==> src/rtl/alu_muldiv_ctrl.sv <==
`default_nettype none
//==============================================================================
// Module : alu_muldiv_ctrl
// Desc   : MIPS EX-stage ALU control decode plus iterative mul/div with HI/LO.
//          Optional macro MULDIV_EARLY_EXIT_EN: multiply ends once the
//          remaining multiplier bits are all zero.
// Rev    : 1.0  initial release
//==============================================================================
module alu_muldiv_ctrl #(
   parameter int NB_DATA = 32,
   parameter int FBITS   = 6,
   parameter int OPBITS  = 3,
   parameter int CTRBITS = 4
) (
   input  logic               i_clk,
   input  logic               i_reset,
   input  logic               i_valid,
   input  logic [OPBITS-1:0]  ALU_op,
   input  logic [FBITS-1:0]   i_funct,
   input  logic [NB_DATA-1:0] i_rs,
   input  logic [NB_DATA-1:0] i_rt,
   output logic [CTRBITS-1:0] ALU_control,
   output logic               o_busy,
   output logic               o_stall,
   output logic               o_done,
   output logic [NB_DATA-1:0] o_hilo,
   output logic               o_hilo_sel
);

   localparam int CW = $clog2(NB_DATA + 1);

   localparam logic [FBITS-1:0] F_MFHI  = 6'b010000;
   localparam logic [FBITS-1:0] F_MTHI  = 6'b010001;
   localparam logic [FBITS-1:0] F_MFLO  = 6'b010010;
   localparam logic [FBITS-1:0] F_MTLO  = 6'b010011;
   localparam logic [FBITS-1:0] F_MULT  = 6'b011000;
   localparam logic [FBITS-1:0] F_MULTU = 6'b011001;
   localparam logic [FBITS-1:0] F_DIV   = 6'b011010;
   localparam logic [FBITS-1:0] F_DIVU  = 6'b011011;

`ifdef MULDIV_EARLY_EXIT_EN
   localparam bit EARLY_EXIT = 1'b1;
`else
   localparam bit EARLY_EXIT = 1'b0;
`endif

   typedef enum logic [1:0] {
      ST_IDLE = 2'd0,
      ST_MUL  = 2'd1,
      ST_DIV  = 2'd2,
      ST_FIX  = 2'd3
   } state_t;

   state_t               state;
   logic                 busy;
   logic                 done;
   logic                 is_div;
   logic                 div_zero;
   logic                 neg_res;
   logic                 neg_rem;
   logic [CW-1:0]        count;
   logic [NB_DATA-1:0]   hi;
   logic [NB_DATA-1:0]   lo;
   logic [NB_DATA-1:0]   mplier;
   logic [NB_DATA-1:0]   quot;
   logic [NB_DATA-1:0]   divisor;
   logic [NB_DATA-1:0]   rem;
   logic [NB_DATA-1:0]   dividend_raw;
   logic [2*NB_DATA-1:0] mcand;
   logic [2*NB_DATA-1:0] acc;

   logic                 md_op;
   logic                 op_signed;
   logic                 rs_neg;
   logic                 rt_neg;
   logic [NB_DATA-1:0]   rs_mag;
   logic [NB_DATA-1:0]   rt_mag;
   logic [NB_DATA:0]     shifted;
   logic [NB_DATA+1:0]   diff;

   assign md_op = i_valid && (ALU_op == '0) &&
                  (i_funct inside {F_MFHI, F_MTHI, F_MFLO, F_MTLO,
                                   F_MULT, F_MULTU, F_DIV, F_DIVU});

   assign op_signed = (i_funct == F_MULT) || (i_funct == F_DIV);
   assign rs_neg    = op_signed & i_rs[NB_DATA-1];
   assign rt_neg    = op_signed & i_rt[NB_DATA-1];
   assign rs_mag    = rs_neg ? -i_rs : i_rs;
   assign rt_mag    = rt_neg ? -i_rt : i_rt;

   // Restoring-divide trial subtraction; extra top bit catches the borrow.
   assign shifted = {rem, quot[NB_DATA-1]};
   assign diff    = {1'b0, shifted} - {2'b00, divisor};

   assign o_busy     = busy;
   assign o_done     = done;
   assign o_stall    = busy & md_op;
   assign o_hilo_sel = md_op && ((i_funct == F_MFHI) || (i_funct == F_MFLO));
   assign o_hilo     = !md_op            ? '0 :
                       (i_funct == F_MFHI) ? hi :
                       (i_funct == F_MFLO) ? lo : '0;

   always_comb begin
      ALU_control = '0;
      case (ALU_op)
         3'b000: begin
            case (i_funct)
               6'b100000, 6'b100001,
               6'b001001, 6'b001000: ALU_control = 4'b0000;
               6'b100100:            ALU_control = 4'b0001;
               6'b100111:            ALU_control = 4'b0010;
               6'b100101:            ALU_control = 4'b0011;
               6'b000000:            ALU_control = 4'b0100;
               6'b000010:            ALU_control = 4'b0101;
               6'b000011:            ALU_control = 4'b0110;
               6'b100010, 6'b100011: ALU_control = 4'b0111;
               6'b100110:            ALU_control = 4'b1000;
               6'b000111:            ALU_control = 4'b1001;
               6'b000110:            ALU_control = 4'b1010;
               6'b000100:            ALU_control = 4'b1011;
               6'b101010:            ALU_control = 4'b1100;
               default:              ALU_control = 4'b0000;
            endcase
         end
         3'b001:  ALU_control = 4'b0000;
         3'b010:  ALU_control = 4'b0001;
         3'b011:  ALU_control = 4'b0011;
         3'b100:  ALU_control = 4'b1000;
         3'b101:  ALU_control = 4'b1100;
         3'b110:  ALU_control = 4'b0111;
         3'b111:  ALU_control = 4'b1101;
         default: ALU_control = 4'b0000;
      endcase
   end

   always_ff @(posedge i_clk) begin
      if (i_reset) begin
         state        <= ST_IDLE;
         busy         <= 1'b0;
         done         <= 1'b0;
         is_div       <= 1'b0;
         div_zero     <= 1'b0;
         neg_res      <= 1'b0;
         neg_rem      <= 1'b0;
         count        <= '0;
         hi           <= '0;
         lo           <= '0;
         mplier       <= '0;
         quot         <= '0;
         divisor      <= '0;
         rem          <= '0;
         dividend_raw <= '0;
         mcand        <= '0;
         acc          <= '0;
      end else begin
         done <= 1'b0;
         case (state)
            ST_IDLE: begin
               if (md_op) begin
                  case (i_funct)
                     F_MTHI: hi <= i_rs;
                     F_MTLO: lo <= i_rs;
                     F_MULT, F_MULTU: begin
                        mcand   <= {{NB_DATA{1'b0}}, rs_mag};
                        mplier  <= rt_mag;
                        acc     <= '0;
                        neg_res <= rs_neg ^ rt_neg;
                        is_div  <= 1'b0;
                        count   <= CW'(NB_DATA);
                        busy    <= 1'b1;
                        state   <= (EARLY_EXIT && (rt_mag == '0)) ? ST_FIX : ST_MUL;
                     end
                     F_DIV, F_DIVU: begin
                        quot         <= rs_mag;
                        divisor      <= rt_mag;
                        rem          <= '0;
                        neg_res      <= rs_neg ^ rt_neg;
                        neg_rem      <= rs_neg;
                        div_zero     <= (i_rt == '0);
                        dividend_raw <= i_rs;
                        is_div       <= 1'b1;
                        count        <= CW'(NB_DATA);
                        busy         <= 1'b1;
                        state        <= ST_DIV;
                     end
                     default: ;
                  endcase
               end
            end
            ST_MUL: begin
               if (mplier[0])
                  acc <= acc + mcand;
               mcand  <= mcand << 1;
               mplier <= mplier >> 1;
               count  <= count - CW'(1);
               if ((count == CW'(1)) || (EARLY_EXIT && (mplier[NB_DATA-1:1] == '0)))
                  state <= ST_FIX;
            end
            ST_DIV: begin
               if (!diff[NB_DATA+1]) begin
                  rem  <= diff[NB_DATA-1:0];
                  quot <= {quot[NB_DATA-2:0], 1'b1};
               end else begin
                  rem  <= shifted[NB_DATA-1:0];
                  quot <= {quot[NB_DATA-2:0], 1'b0};
               end
               count <= count - CW'(1);
               if (count == CW'(1))
                  state <= ST_FIX;
            end
            ST_FIX: begin
               if (is_div) begin
                  if (div_zero) begin
                     hi <= dividend_raw;
                     lo <= '1;
                  end else begin
                     lo <= neg_res ? -quot : quot;
                     hi <= neg_rem ? -rem : rem;
                  end
               end else begin
                  {hi, lo} <= neg_res ? -acc : acc;
               end
               busy  <= 1'b0;
               done  <= 1'b1;
               state <= ST_IDLE;
            end
            default: state <= ST_IDLE;
         endcase
      end
   end

endmodule
`default_nettype wire

==> config.mk <==
export PLATFORM = sky130hd
export DESIGN_NAME = alu_muldiv_ctrl
export DESIGN_NICKNAME = d
export VERILOG_FILES = /design/src/rtl/alu_muldiv_ctrl.sv
export SDC_FILE = /design/constraint.sdc
export NUM_CORES = 1
export LEC_CHECK = 0
export BUFFER_PORTS_ARGS = -buffer_cell sky130_fd_sc_hd__clkbuf_2
export CAP_MARGIN = 0
export CORE_UTILIZATION = 45
export DETAILED_ROUTE_END_ITERATION = 10
export PLACE_DENSITY = 0.57
export SYNTH_ARGS = -nofsm -noshare
export SYNTH_HDL_FRONTEND = slang
export SYNTH_SLANG_ARGS = --single-unit
==> constraint.sdc <==
create_clock -name i_clk -period 4.1 [get_ports i_clk]
set_input_delay 0.205 -clock i_clk [delete_from_list [all_inputs] [get_ports i_clk]]
set_output_delay 0.205 -clock i_clk [all_outputs]
set_load 0.01 [all_outputs]
**Word-level counts from Yosys, hierarchy flattened**

Memories as Yosys holds them, arrays and structs flattened.
Cells that the tools add are included.
W data, S select, Z words.

- Output and inout port bits: 40
- Memories kept: 1
- Register bits: 366
- Latch bits: 0
- Bits of input ports: 76
- Bits in writable memories: 0
- Word-level logic and storage cells: 136
- Memory bits (read-only): 256

Memories:

| name | words | width | read ports | clocked after Yosys merged registers in | wr ports | RTL line | text |
|---|---|---|---|---|---|---|---|
| (name not given) | 64 | 4 | 1 | 0 | 0 | 107 | `case (i_funct)` |

- Shift operators: 0
- Div/mod/pow operators: 0
- Multiply operators: 0
- Add/sub/neg operators: 8
- Order comparisons: 0
- Muxes and demuxes: 49
- Equal/unequal tests: 28
- Reductions and logical operators: 29
- Bitwise gates (word level): 4

Operators with widths:

| operator | number |
|---|---|
| $mux W32 | 22 |
| $mux W64 | 6 |
| $pmux W32 S2 | 5 |
| $pmux W64 S2 | 2 |
| $neg A32 Y32 | 4 |
| $add A64 B64 Y64 | 1 |
| $neg A64 Y64 | 1 |
| $eq A6 B5 Y1 const B | 8 |
| $sub A33 B32 Y34 | 1 |
| $logic_not A32 Y1 | 1 |
| $pmux W4 S8 | 1 |
| $reduce_and A3 Y1 | 10 |
| $eq A3 B3 Y1 const B | 4 |
| $mux W6 | 2 |
| $pmux W6 S2 | 1 |
| $ne A2 B2 Y1 const B | 5 |
| $reduce_bool A2 Y1 | 5 |
| $reduce_bool A8 Y1 | 1 |
| $eq A3 B2 Y1 const B | 2 |
| $eq A6 B1 Y1 const B | 1 |
| $ne A2 B1 Y1 const B | 3 |
| $pmux W2 S3 | 1 |
| $reduce_or A2 Y1 | 3 |
| $sub A6 B1 Y6 const B | 1 |
| other kinds (16) | 27 |

**Depth between registers and ports, before layout**

Gate-level depths: netlist of the first run.

- Depth in word-level cells: 7
- Mapped depth: 14

**Least setup slack after synthesis of the first run**

No wires, ideal clock.

- Path type: register -> register
- Start point: register acc[2]
- End point: register hi[29]
- Clock period less this slack: 3.286 ns
- Arrival time: 3.218 ns
- Library setup time: 0.068 ns
- Path slack: 0.814 ns
- Path buffers: 1
- Stages on the path, launching flop included: 12
- Path through: dfxtp_1 or4_4 or4_4 or4b_4 nand2b_4 or2_1 buf_6 o41ai_4 xor2_1 o221ai_2 o211ai_2 a21oi_2

- Cells in the longest elaborated chain, start to end: 4

RTL lines:

| item | RTL line | text |
|---|---|---|
| from (decl) | 70 | `logic [2*NB_DATA-1:0] acc;` |
| from (signal assigned) | 192 | `acc <= acc + mcand;` |
| $neg A64 Y64 | 221 | `{hi, lo} <= neg_res ? -acc : acc;` |
| $mux W64 | 221 |  |
| $mux W32 | 212 | `if (is_div) begin` |
| $pmux W32 S2 | 157 | `case (state)` |
| to (signal assigned) | 161 | `F_MTHI: hi <= i_rs;` |
| to (signal assigned) | 214 | `hi <= dividend_raw;` |
| to (signal assigned) | 221 |  |
| to (decl) | 62 | `logic [NB_DATA-1:0] hi;` |

No other way between the ends.
A chain may end at the register's enable or synchronous reset.

**Worst setup path in the final report of the first run**

- Start point: register acc[50]
- End point: register hi[28]

The elaborated chain is that of the path after synthesis.

==> run summary, run 1 <==
Clock Sinks -> 366
Leading area contributor after synthesis -> dfxtp_1
Dominant cells by area after synthesis -> dfxtp_1 (29%), nand2_1 (7.1%), a21oi_1 (5.8%)
Sw Share -> 29.5%
Setup ws final -> 333 ps
Antenna viol nets, final -> 0
Endpoint type of the worst setup path -> flop
Synth Warn # -> 0
Worst-Skew Late Latency -> 610 ps
Syn Inst Count -> 3347
Initial Util -> 45.5%
Hold Crit Class -> input port to flop
Worst rel slew slack -> 19.5%
Clock Path Buffers -> 3
Clock root cell -> clkbuf_16
RR Startpoint -> acc[50]
H-tree levels -> 2
PD cells -> 319 mW/mm2
LEAKAGE -> 11.0 nW
Final Setup Violations -> 0
First-pass GRT wire length -> 146000 um
RePlAce Congestion -> 0.968
Initial detailed-routing violation count -> 2687
Sequential share of the synthesized area -> 29.2%
Flops & latches, synth -> 366
Syn nets -> 3537
Clock-pin slew on the worst setup and hold paths -> 60 ps
Synthesized area -> 0.0251 mm2
Mean Syn Cell Area -> 7.49 um2
Status -> completed
Setup_tns -> 0 ps
Fin nets -> 3589
WP data required -> 4600 ps
Max stage delay cell, worst path -> or4_1
Die height -> 238 um
Clk pwr share -> 44.3%
# IOs -> 116
Die ar. -> 0.0567 mm2
Clock buffer count from CTS -> 45
Startpoint types -> flop
Area Growth Syn to Fin -> 12.1%
Worst-Margin Slew -> 1210 ps
PortBufs -> 115
Worst Path Max Fanout -> 4
Initial DRT Pass Iterations -> 6
Share of the synthesized area in the top cell type -> 29.2%
Most common flop cell mapped by yosys -> dfxtp_1
Max-cap viol count -> 0
DRC Markers -> 0
Post-synth ARST share -> 0%
CP max stage delay -> 590 ps
Hold path start -> i_rt[11]
CP cell instances -> or4_1 > or3_1 > or3_2 > or3_2 > o41ai_1 > xnor2_1 > o211ai_1 > a311oi_1
Pin count of the biggest net entering global routing -> 105
DR WL/cell -> 22.8 um
Crit path top cell by count -> or3_2
RSZ-0062 raised after global routing -> false
Vias -> 25693
Beginning of the critical path -> acc[50]
Pre-CTS WS -> 430 ps
Initial antenna violation count -> 6
Final period util -> 91.9%
Cell Rows -> 86
Vias in the first global route -> 24028
Number of synthesized flops with an enable pin -> 0
Max VDD drop -> 0.263 mV
Reg power frac -> 41.6%
Vias/cell -> 6.14
Final WL -> 95500 um
Resized Gates After CTS -> 0
GRT Util Overall -> 33.2%
Slew Limit Fails -> 0
Pint -> 6.31 mW
Fmax -> 0.265 GHz
Logic pwr share -> 14.0%
P_sw -> 2.64 mW
CTS tree -> done
Setup Crit Path Kind -> flop to flop
Die width -> 238 um
Final hold vios -> 0
Dpl hpwl -> 70900 um
Arrival time at the worst endpoint -> 4270 ps
Distinct cell type count after synthesis -> 84
Clk_skew -> 36.2 ps
Core Footprint -> 0.0551 mm2
Min cycle time layout -> 3770 ps
Share of cells above drive strength 1 -> 9.35%
Total gr overflow -> 0
-- flip-flops by register name, summed over array words and instances (netlist names), 2 cells and up --
| signal | count |
|---|---|
| acc | 64 |
| mplier | 32 |
| lo | 32 |
| count | 6 |
| hi | 32 |
| rem | 32 |
| divisor | 32 |
| quot | 32 |
| dividend_raw | 32 |
| state | 2 |
| mcand | 64 |
-- worst paths after layout --
check,end,slack [ps],cells after the start
worst min register to register,mplier[7],450,2
worst min-delay path,divisor[11],9,3
worst max-delay path,hi[28],330,8
worst max register to register,hi[28],330,8
-- cells by family (layout without fill, tap and decap cells) --
group / after synthesis / in the layout / share of synthesized area [%]
AND/OR/NAND/NOR: 1211 / 1211 / 21.8
AO/OA/AOI/OAI: 1041 / 1041 / 27.2
other: 0 / 2 / 0
buffers and inverters: 309 / 394 / 5.17
XOR/XNOR: 267 / 267 / 9.33
multiplexers: 39 / 39 / 1.61
adder cells (fa/ha/maj): 114 / 114 / 5.75
flip-flops: 366 / 366 / 29.2
-- Yosys cell counts, types with 5 or more instances --
library cell / count
nand3_1: 101
or2_2: 14
nand2_1: 474
clkbuf_1: 192
nor2b_1: 24
nor4_1: 23
o221ai_1: 31
o211ai_1: 52
a211oi_1: 59
o31ai_1: 43
nor2_1: 331
ha_1: 112
a21oi_1: 293
o41ai_1: 26
clkbuf_8: 9
a311oi_1: 50
or3_1: 34
buf_1: 12
inv_1: 84
a21o_1: 57
xnor2_1: 165
and2_1: 10
a211o_1: 5
or4_1: 14
xor2_1: 102
and3_1: 11
nor3_1: 56
a21boi_0: 8
nand4_1: 27
a22o_1: 35
nand3b_1: 5
o21ai_0: 192
a22oi_1: 71
mux2i_1: 38
nand2b_1: 66
a31oi_1: 48
o21a_1: 16
dfxtp_1: 366
o21bai_1: 16
-- power groups by stage --
stage | sequential [mW] | clock, mW | combinational (mW)
6_report | 3.73 | 3.97 | 1.26
4_1_cts | 3.72 | 4.04 | 1.23
3_5_place_dp | 3.80 | 0 | 1.20
3_3_place_gp | 3.80 | 0 | 1.18
5_1_grt | 3.73 | 4.15 | 1.35
2_1_floorplan | 3.77 | 0 | 0.780
-- layout by cell type, fill, tap and decap left out, types with 52 or more instances in the layout --
master / instances
dfxtp_1: 364
o21ai_0: 191
nor2_1: 327
a21oi_1: 291
inv_1: 84
a211oi_1: 59
nor3_1: 55
xor2_1: 102
xnor2_1: 165
nand2_1: 474
buf_4: 80
ha_1: 110
a21o_1: 54
nand3_1: 101
a22oi_1: 71
clkbuf_2: 114
o211ai_1: 52
nand2b_1: 66
-- layout make-up --
cell class | count | area [um2]
Antenna cell | 2 | 5.00
Clock buffer | 69 | 1350
Clock inverter | 11 | 87.6
Fill cell | 5479 | 27000
Inverter | 87 | 327
Multi-Input combinational cell | 2672 | 16500
Sequential cell | 366 | 7330
Tap cell | 748 | 936
Timing Repair Buffer | 227 | 1540
-- per-stage QoR --
| stage | utilization, % | instance area, um2 | hold WS, ps | cells | power [mW] |
|---|---|---|---|---|---|
| after floorplan | - | 25100 | 341 | 3347 | 4.54 |
| after global placement | 47.9 | 26400 | 438 | 4071 | 4.98 |
| after detailed placement | 47.9 | 26400 | 443 | 4071 | 5.00 |
| after CTS | 51.0 | 28100 | 4.16 | 4180 | 8.99 |
| after global routing | 51.0 | 28100 | 40.4 | 4181 | 9.24 |
| final | 51.0 | 28100 | 9.08 | 4182 | 8.96 |
-- what timing repair did --
item	CTS	global route
hold buffers	29	0
endpoints found under the hold margin	46	0
endpoints found under the setup margin	0	0
buffers inserted	0	0
-- critical path, delay by kind of cell, from the launching register on --
| kind | cells | cell delay [ps] |
|---|---|---|
| DFF | 1 | 430 |
| xor gates and xnor gates | 1 | 250 |
| AOI/OAI and AO/OA | 3 | 910 |
| and+or+nand+nor | 4 | 2090 |
-- layer usage --
metal	GRT usage, %	vias to the layer above	part of all wire, %
met5	0	-	0.014
met4	11.8	2	3.5
met3	5.59	167	8.8
met2	51.0	1070	43
met1	46.5	12297	45
li1	-	12157	-
Note: power is estimated with default switching activity, not from simulation.
==> run 2: changes to the inputs <==
--- a/config.mk
+++ b/config.mk
@@ -7,9 +7,10 @@
 export LEC_CHECK = 0
 export BUFFER_PORTS_ARGS = -buffer_cell sky130_fd_sc_hd__clkbuf_2
 export CAP_MARGIN = 0
+export CORE_ASPECT_RATIO = 0.7
 export CORE_UTILIZATION = 45
 export DETAILED_ROUTE_END_ITERATION = 10
-export PLACE_DENSITY = 0.57
+export PLACE_DENSITY = 0.6
 export SYNTH_ARGS = -nofsm -noshare
 export SYNTH_HDL_FRONTEND = slang
 export SYNTH_SLANG_ARGS = --single-unit
==> constraint.sdc (replaced) <==
create_clock -name i_clk -period 3.2 [get_ports i_clk]
set_input_delay 0.16 -clock i_clk [delete_from_list [all_inputs] [get_ports i_clk]]
set_output_delay 0.16 -clock i_clk [all_outputs]
set_load 0.01 [all_outputs]
==> run 2 against run 1 <==
  * The flow now finishes with violations (setup timing)
  * Cell count grew 6.4%
  * Worst hold slack gained 22 ps
  * Die area is essentially flat
  * Setup slack lost 440 ps
  * Maximum frequency grew 14%
  * Clock skew shrank 7.1 ps
  * Sequential cell count is the same
  * Global-route usage grew 0.60 points
  * Combinational power grew 40%
  * Critical path type unchanged
==> run summary, run 2 (synthesized netlist as in run 1, its figures left out) <==
Total gr overflow -> 0 (unchanged)
First-pass GRT wire length -> 148000 um (+1.4%)
WP data required -> 3680 ps (-920 ps)
Fin nets -> 3876 (+8.0%)
Worst Path Max Fanout -> 6 (+2)
Worst-Skew Late Latency -> 590 ps (-20 ps)
Endpoint type of the worst setup path -> flop
Worst Reg-to-Reg Cells -> 10 (+2)
Min cycle time layout -> 3310 ps (-458 ps)
H-tree levels -> 2 (unchanged)
Vias in the first global route -> 24303 (+1.1%)
Startpoint types -> flop
Placed cell areas -> 0.0285 mm2 (+8.0%)
CP max stage delay -> 570 ps (-20 ps)
PD cells -> 371 mW/mm2 (+16%)
M2 GR Usage -> 44.7% (-6.3 points)
Final period util -> 103% (+12 points)
Max-cap viol count -> 0 (unchanged)
Setup Crit Path Kind -> flop to flop
Area of the multi-input gates -> 0.0172 mm2 (+4.3%)
Fin area -> 0.0311 mm2 (+11%)
Hold Crit Class -> input port to flop
Status -> finished with violations
M1 GR Usage -> 51.0% (+4.5 points)
Die height -> 199 um (-16%)
Initial DRT Pass Iterations -> 6 (unchanged)
Final Setup Violations -> 8 (+8)
Clock Sinks -> 366 (unchanged)
Clock Path Buffers -> 3 (unchanged)
LEAKAGE -> 12.4 nW (+13%)
Hold Crit Depth -> 3 (unchanged)
Largest regs -> acc x64, mcand x64
Pin count of the biggest net entering global routing -> 105 (unchanged)
Max VDD drop -> 0.338 mV (+28%)
PortBufs -> 115 (unchanged)
DRC Markers -> 0 (unchanged)
Share of cells above drive strength 1 -> 18.9% (+9.6 points)
Fillers -> 5081 (-7.3%)
Failing checks -> setup timing
Vias -> 26953 (+4.9%)
Arrival time at the worst endpoint -> 3790 ps (-480 ps)
Tot Pwr -> 11.5 mW (+29%)
Clock root cell -> clkbuf_16
Top Usage Layer GRT -> met1
RSZ-0062 raised after global routing -> true
Setup ws final -> -109 ps (-442 ps)
Crit path depth -> 10 (+2)
FF+latch area -> 0.00734 mm2 (+0.14%)
Initial antenna violation count -> 2 (-4)
Cell Rows -> 71 (-17%)
# IOs -> 116 (unchanged)
Die width -> 284 um (+19%)
Critical path buffer and inverter count -> 1 (+1)
GRT Util Overall -> 33.8% (+0.60 points)
Slew Limit Fails -> 0 (unchanged)
DR WL/cell -> 22.1 um (-3.0%)
Worst rel slew slack -> 27.1% (+7.6 points)
Placed Cells -> 4326 (+6.3%)
Antenna viol nets, final -> 0 (unchanged)
Worst-Margin Slew -> 1090 ps (-113 ps)
Commonest non-fill, non-tap cell in the layout -> nand2_1
Fmax -> 0.302 GHz (+14%)
CP delay by family, top -> simple AND/OR/NAND/NOR gates
Most frequent cells in the layout -> nand2_1 (472), dfxtp_1 (356), buf_4 (352), nor2_1 (323), a21oi_1 (284)
Max stage delay cell, worst path -> or4b_4
Area Growth Syn to Fin -> 23.8%
Initial detailed-routing violation count -> 3347 (+25%)
Dpl hpwl -> 74400 um (+5.0%)
Clock-pin slew on the worst setup and hold paths -> 70 ps (about the same)
Clk_skew -> 29.2 ps (-7.06 ps)
Non-Filler Instances -> 4449 (+6.4%)
M3 GR Usage -> 11.1% (+5.5 points)
CTS tree -> done
Final WL -> 98500 um (+3.2%)
Die ar. -> 0.0567 mm2 (about the same)
RePlAce Congestion -> 0.990 (+2.3%)
Crit path top cell by count -> or4_4
Setup_tns -> -539 ps (-539 ps)
CP cell instances -> or4_4 > or4_4 > or4b_4 > buf_6 > nand2b_4 > or2_4 > o31ai_4 > xnor2_1 > o211ai_1 > a311oi_1
Core Footprint -> 0.0544 mm2 (-1.3%)
Initial Util -> 46.1% (+0.61 points)
Vias/cell -> 6.06 (-1.4%)
Clock buffer count from CTS -> 41 (-8.9%)
Final hold vios -> 0 (unchanged)
==> run 2: layout make-up <==
cell class	count	share of cell area, %
well taps	730	2.94
inverters	87	1.05
clock buffers	60	3.93
flip-flops and latches	366	23.6
clock inverters	14	0.516
multi-input cells	2672	55.5
diodes	2	0.0161
repair buffers	518	12.4
==> run 2: what timing repair did <==
action	4_1_cts	5_1_grt
pin swaps	19	48
buffers inserted	2	8
hold buffers	37	0
setup endpoints to repair	53	76
gates resized for setup	55	95
hold endpoints to repair	50	0
gates cloned	0	1
==> run 2: power by group <==
| group | total (mW) | leakage (nW) | internal [mW] | switching, mW |
|---|---|---|---|---|
| combinational | 1.77 | 8.80 | 0.572 | 1.20 |
| clock | 5.00 | 0.673 | 2.89 | 2.11 |
| sequential | 4.76 | 2.95 | 4.66 | 0.0923 |
==> run 2: through the flow <==
stage | setup WS, ps | util (%) | hold slack [ps]
floorplan | 10.4 | - | 296
global placement | -346 | 52.4 | 438
detailed placement | -486 | 52.4 | 445
CTS | -101 | 56.1 | 2.33
global route | -212 | 57.1 | 37.0
finish | -109 | 57.1 | 30.8
==> run 2: path summary, 6_finish.rpt <==
kind              start           to  slack, ps
max              acc[5]       hi[17]       -110
min            i_rt[22]  divisor[22]         30
max reg2reg      acc[5]       hi[17]       -110
min reg2reg  mplier[19]   mplier[19]        450
==> run 2: tightest hold or removal path: stages <==
cell	delay, ps
clkbuf_2	120
xnor2_1	200
a211oi_1	90
==> run 2: routing by layer <==
| layer | vias up | wire, um |
|---|---|---|
| met1 | 12827 | 46600 |
| met5 | - | 264 |
| met3 | 139 | 12500 |
| met2 | 1271 | 37100 |
| li1 | 12712 | - |
| met4 | 4 | 2000 |
